**src/rtl/regfile_bypass.sv**
```systemverilog
// regfile_bypass
//   Multi-port integer register file with a write-first bypass and a
//   pending-writeback scoreboard. It sits in front of the ALU operand mux and
//   raises HAZ when an operand's producing load has not yet written back.
//
// Ports
//   clk, rst_n   clock; asynchronous active-low reset
//   RA1, RA2     read addresses (register 0 always reads as zero)
//   RD1, RD2     combinational read data, with bypass of this cycle's write
//   WE, WA, WD   write port; a write also retires the pending bit of WA
//   ISSUE, IA    long-latency producer issuing to IA; marks IA pending
//   HAZ          a read operand is pending and not resolved by bypass
module regfile_bypass #(
   parameter int unsigned N  = 32,
   parameter int unsigned R  = 32,
   parameter int unsigned AW = 5
) (
   input  logic          clk,
   input  logic          rst_n,
   input  logic [AW-1:0] RA1,
   input  logic [AW-1:0] RA2,
   output logic [N-1:0]  RD1,
   output logic [N-1:0]  RD2,
   input  logic          WE,
   input  logic [AW-1:0] WA,
   input  logic [N-1:0]  WD,
   input  logic          ISSUE,
   input  logic [AW-1:0] IA,
   output logic          HAZ
);

   if (R != (1 << AW)) begin : g_bad_r
      $error("regfile_bypass: R must equal 2**AW");
   end

   logic [N-1:0] regs_q [R];
   logic [R-1:0] pend_q;
   logic [R-1:0] pend_d;

   logic wr_en;
   logic iss_en;
   logic byp1;
   logic byp2;
   logic h1;
   logic h2;

   assign wr_en  = WE && (WA != '0);
   assign iss_en = ISSUE && (IA != '0);

   // Same-cycle writeback to the read address bypasses the array.
   assign byp1 = WE && (WA == RA1);
   assign byp2 = WE && (WA == RA2);

   // Clear first, then set: a new producer on the retiring register wins.
   always_comb begin
      pend_d = pend_q;
      if (wr_en) begin
         pend_d[WA] = 1'b0;
      end
      if (iss_en) begin
         pend_d[IA] = 1'b1;
      end
      pend_d[0] = 1'b0;
   end

   always_ff @(posedge clk or negedge rst_n) begin
      if (!rst_n) begin
         for (int i = 0; i < int'(R); i++) begin
            regs_q[i] <= '0;
         end
         pend_q <= '0;
      end else begin
         if (wr_en) begin
            regs_q[WA] <= WD;
         end
         pend_q <= pend_d;
      end
   end

   // Reads are gated by rst_n so that a bypassed WD cannot leak out in reset.
   always_comb begin
      RD1 = '0;
      if (rst_n && (RA1 != '0)) begin
         RD1 = byp1 ? WD : regs_q[RA1];
      end
   end

   always_comb begin
      RD2 = '0;
      if (rst_n && (RA2 != '0)) begin
         RD2 = byp2 ? WD : regs_q[RA2];
      end
   end

   // Uses registered pend_q only; an ISSUE this cycle is not yet visible.
   assign h1  = (RA1 != '0) && pend_q[RA1] && !byp1;
   assign h2  = (RA2 != '0) && pend_q[RA2] && !byp2;
   assign HAZ = rst_n && (h1 || h2);

endmodule

```
**config.mk**
```make
export PLATFORM = sky130hd
export DESIGN_NAME = regfile_bypass
export DESIGN_NICKNAME = d
export VERILOG_FILES = /design/src/rtl/regfile_bypass.sv
export SDC_FILE = /design/constraint.sdc
export NUM_CORES = 2
export LEC_CHECK = 0
export CAP_MARGIN = 30
export CORE_MARGIN = 2
export CORE_UTILIZATION = 30
export DETAILED_ROUTE_END_ITERATION = 6
export PLACE_DENSITY = 0.53
export SKIP_LAST_GASP = 1
export SYNTH_ARGS = -nofsm -noshare
export SYNTH_HDL_FRONTEND = slang
export SYNTH_SLANG_ARGS = --single-unit
```
**constraint.sdc**
```tcl
create_clock -name clk -period 3.4 [get_ports clk]
set_clock_uncertainty 0.2 [all_clocks]
set_input_delay 0.51 -clock clk [delete_from_list [all_inputs] [get_ports clk]]
set_output_delay 0.51 -clock clk [all_outputs]
set_load 0.05 [all_outputs]
```
; Yosys cells after proc, flatten, opt, wreduce, memory -nomap -nowiden
; Index checks and enable logic that the tools add are counted.
[classes]
order_cmp = 10
eq_ne = 2
muxes = 23
bitwise_logic = 6
n_reduce_logical = 21
[ops]
columns = operator, n
row1 = $bwmux 1024, 1
row2 = $mux 32, 11
row3 = $bmux 32 s5, 2
row4 = $demux 32 s5, 1
row5 = $and 32x32->32, 1
row6 = $not 32->32, 1
row7 = $or 32x32->32, 1
row8 = $lt 5x6->1 const B, 4
row9 = $reduce_bool 5->1, 4
row10 = $ge 6x6->1 const B, 3
row11 = $not 5->6, 3
row12 = $logic_and 1x1->1, 14
row13 = $bmux 1 s5, 2
row14 = $demux 1 s5, 2
row15 = $eq 5x5->1, 2
row16 = $ge 5x1->1 const B, 2
row17 = $lt 6x1->1 const B, 1
row18 = $mux 1, 4
row19 = $logic_not 1->1, 2
row20 = $logic_or 1x1->1, 1
[totals]
register_bits = 1055
input_bits = 56
wordCells = 95

; Logic depth before layout (Yosys ltp)
[depth]
depth_word = 9
mapped_depth = 9

; Worst setup path before layout
; OpenSTA, ideal clock, no wires.
[synth_timing]
path_type = input -> output
start = input port RA1[0]
end = output port RD1[24]
arrival_time_ps = 3338
t_required_ps = 2690
path_slack_ps = -648
stages = 9
n_path_buf = 4
cell_sequence = buf_2 > buf_4 > buf_2 > buf_2 > inv_1 > nand2_1 > a31oi_1 > nor2_1 > o41ai_1
[synth_between]
elab_chain_cells = 6
[synth_rtl]
columns = item, line_no
row1 = "start, declared", 20  ; input logic [AW-1:0] RA1,
row2 = $not 5->6 (not written as such), 84  ; RD1 = byp1 ? WD : regs_q[RA1];
row3 = $bmux 32 s5, 84
row4 = $mux 32 (not written as such) (2 in series), 84
row5 = $mux 32, 84
row6 = $mux 32 (*), 83  ; if (rst_n && (RA1 != '0)) begin
row7 = "end, declared", 22  ; output logic [N-1:0] RD1,
; Every way passes the cells marked *; elsewhere a longest branch is shown, timed or not. The select of a mux whose other input is x is not followed.

; Worst setup path in the final report
[layout_timing]
start = register regs_q[679] in the netlist's numbering
end = output port RD2[7]
[layout_between]
elab_chain_cells = 5
[layout_rtl]
columns = item, line_no
row1 = "start, declared", 36  ; logic [N-1:0] regs_q [R];
row2 = "start signal, assigned by index", 69  ; regs_q[i] <= '0;
row3 = "start signal, assigned by index", 74  ; regs_q[WA] <= WD;
row4 = $bmux 32 s5, 91  ; RD2 = byp2 ? WD : regs_q[RA2];
row5 = $mux 32 (not written as such) (2 in series), 91
row6 = $mux 32, 91
row7 = $mux 32, 90  ; if (rst_n && (RA2 != '0)) begin
row8 = "end, declared", 23  ; output logic [N-1:0] RD2,
; Every way passes these cells. The select of a mux whose other input is x is not followed.

==> results.tsv <==
metric	value	unit
grt.overflow.total	0	
rows	158	
drc	0	
cp_max_fo	3	
cts_tree	built	
routed_wirelength	211200	um
numPortBuffers	120	
ys_warn_count	0	
maxSlewViolCount	0	
syn_to_final_growth	25.83	%
synthesis.area	0.05593	mm^2
top_layer	met5	
core_area	0.1852	mm^2
gp_congestion	0.8329	
synth_top_area_frac	0.4720	
m1WireLength	86020	um
wl_met3	14090	um
yosysTopAreaCell	dfrtp_1	
synth.most_common_cell	dfrtp_1	
holdWs	189.5	ps
dpl.cell_count	6348	
rsz0062_at_grt	yes	
first_iter_violations	3226	
worst_slew_pin_slew	948.6	ps
leakage	0.02990	uW
cts_sinks	1055	
die_area	0.1899	mm^2
finalNetCount	4079	
finalWorstSetupSlack	-269.3	ps
layout-drive-gt1-share	0.6107	
setup_viol	7	
via_per_inst	5.700	
synth_area_leaders	dfrtp_1 (47%), mux4_2 (22%), mux2_2 (20%), clkbuf_1 (1.4%), buf_2 (1.0%)	
ys_ff_latch	1055	
netlist_top_cells_count	dfrtp_1 (1055), mux2_2 (996), mux4_2 (550), clkbuf_1 (215), buf_2 (117)	
wl_per_cell	32.03	um
clk_latency	760	ps
grt_max_degree	163	
syn_inst	3645	
cts-buffers-inserted	112	
vdd_drop_max	0.4273	mV
firstDrtPassIters	7	
period_share	1.079	
die_x	435.8	um
cap_violations	0	
synth_edf_count	0	
cp-end-kind	output pin	
synthDistinctLibCells	53	
max_freq	272.5	MHz
worst-endpoint-required	2690	ps
hold_viol	0	
hold_path.class	flip-flop to flip-flop	
ant_nets	0	
clk_pin_slew	60	ps
crit_arrival	2960	ps
root_buffer	clkbuf_16	
die_h	435.8	um
antenna_found_initial	5	
wl_met2	100900	um
synth_ff_type	dfrtp_1	
instances_no_fill	6594	
slew_headroom	0.3676	
io_pins	121	
crit_type	flip-flop to output pin	
syn_nets	3701	
period_needed	3669	ps
p_per_area	558.1	mW/mm^2
worst_setup_path_start_kind	flip-flop	
status	finished, violations left	
cts_buffer_depth	3	
htree_levels	3	
vias	37590	
track_usage	0.2196	
grt_pass1_wl	300900	um
seq_area_frac_synth	0.4720	
grt_pass1_vias	38960	
async_flop_share	1.000	
dp_hpwl	137800	um
syn_avg_cell_area	15.34	um^2
violations	setup timing	
finalSetupTns	-785.5	ps
start_util	0.3019	
path summary, 6_finish.rpt:
| check | startpoint | to | slack, ps | cells past startpoint |
|---|---|---|---|---|
| worst max-delay path | regs_q[679] | RD2[7] | -270 | 8 |
| worst min-delay path | regs_q[1006] | regs_q[1006] | 190 | 0 |
| worst max register to register | regs_q[805] | regs_q[805] | 2260 | 2 |
| worst min register to register | regs_q[1006] | regs_q[1006] | 190 | 0 |
| max in group asynchronous | rst_n | regs_q[782] | 710 | 4 |
| min in group asynchronous | rst_n | regs_q[180] | 590 | 3 |
per-layer routing:
layer / GRT usage / vias to the layer above
li1: - / 15060
met1: 0.2874 / 20690
met2: 0.3570 / 1434
met3: 0.03961 / 395
met4: 0.09527 / 6
met5: 0 / -
where the power goes:
part / internal (uW) / leakage [uW] / switching (uW) / total, uW
Clock: 7940 / 0.00196 / 5490 / 13400
Sequential: 15000 / 0.0135 / 1760 / 16700
Combinational: 5400 / 0.0144 / 3720 / 9120
Total: 28300 / 0.0299 / 11000 / 39300
layout make-up:
class,instances,area [um^2]
Antenna cell,1,2.502
Clock buffer,164,3353
Clock inverter,40,636.9
Fill cell,17250,114900
Inverter,4,15.01
Multi-Input combinational cell,2170,28670
Sequential cell,1055,26400
Tap cell,2480,3103
Timing Repair Buffer,680,8197
worst max-delay path, cell delays in order (launching register included):
cell and delay [ps]:
dfrtp_1 400, mux4_2 460, a22o_1 270, a221oi_2 250
buf_4 180, nor3_2 30, a221o_1 310, buf_12 160
buf_12 140
sequential cells by signal, summed over array words and instances, names as in the netlist:
signal and flops:
regs_q 1024, pend_q 31
metrics by stage:
step | total power (uW) | area [um^2] | setup WS (ps) | utilization
after floorplan | 22210 | 55950 | -588.7 | -
after global placement | 25440 | 64940 | -941.2 | 0.3506
after detailed placement | 25680 | 65000 | -380.6 | 0.3509
after CTS | 39390 | 70120 | -268.2 | 0.3786
after global routing | 40780 | 70380 | -298.5 | 0.3799
final | 39280 | 70380 | -269.3 | 0.3799
kinds of logic (layout without fill, tap and decap cells):
logic type,Yosys count,after routing,synth area share
buf+inv,420,888,0.03307
compound gates,314,314,0.04242
xor+xnor,10,10,0.001566
flops,1055,1055,0.4720
other cells,0,1,0
simple gates,252,252,0.02029
mux,1594,1594,0.4306
cell usage in the layout (no fill, tap or decap), types with 8 or more instances in the layout:
cell             Yosys  final
xnor2_1             10      9
buf_6                4     12
o21ai_0             37     29
bufinv_16            0     15
buf_12               0    201
buf_4               25    394
nand3_1             17     16
clkdlybuf4s50_1      0     39
clkbuf_8             0     27
a221oi_2             0     16
nor2_2               0     14
buf_16               0     13
mux2_2             996    995
nand2_1             92     74
o31ai_1              8      8
o41ai_2              1     10
a22o_1              51     44
nor2_1              76     39
o22ai_1             67     64
a221oi_1            25      9
a22oi_1             24     20
nor3_1              18     15
a21oi_1             12     12
nand2_4              0     15
clkinv_2             0     18
nor2_4               0     23
mux4_2             550    550
mux2i_1             48     46
a211oi_1            15     14
clkbuf_16            0    118
clkbuf_1           215     21
dfrtp_1           1055   1054
a221o_1             16     13
o41ai_4              0     10
repair_timing:
item / 4_1_cts / 5_1_grt
cloned: 6 / 1
buffers inserted: 38 / 8
pin swaps: 25 / 16
setup endpoints to repair: 65 / 39
hold endpoints to repair: 231 / 0
gates resized for setup: 127 / 35
hold buffers: 1 / 0
Note: power is estimated with default switching activity, not from simulation.
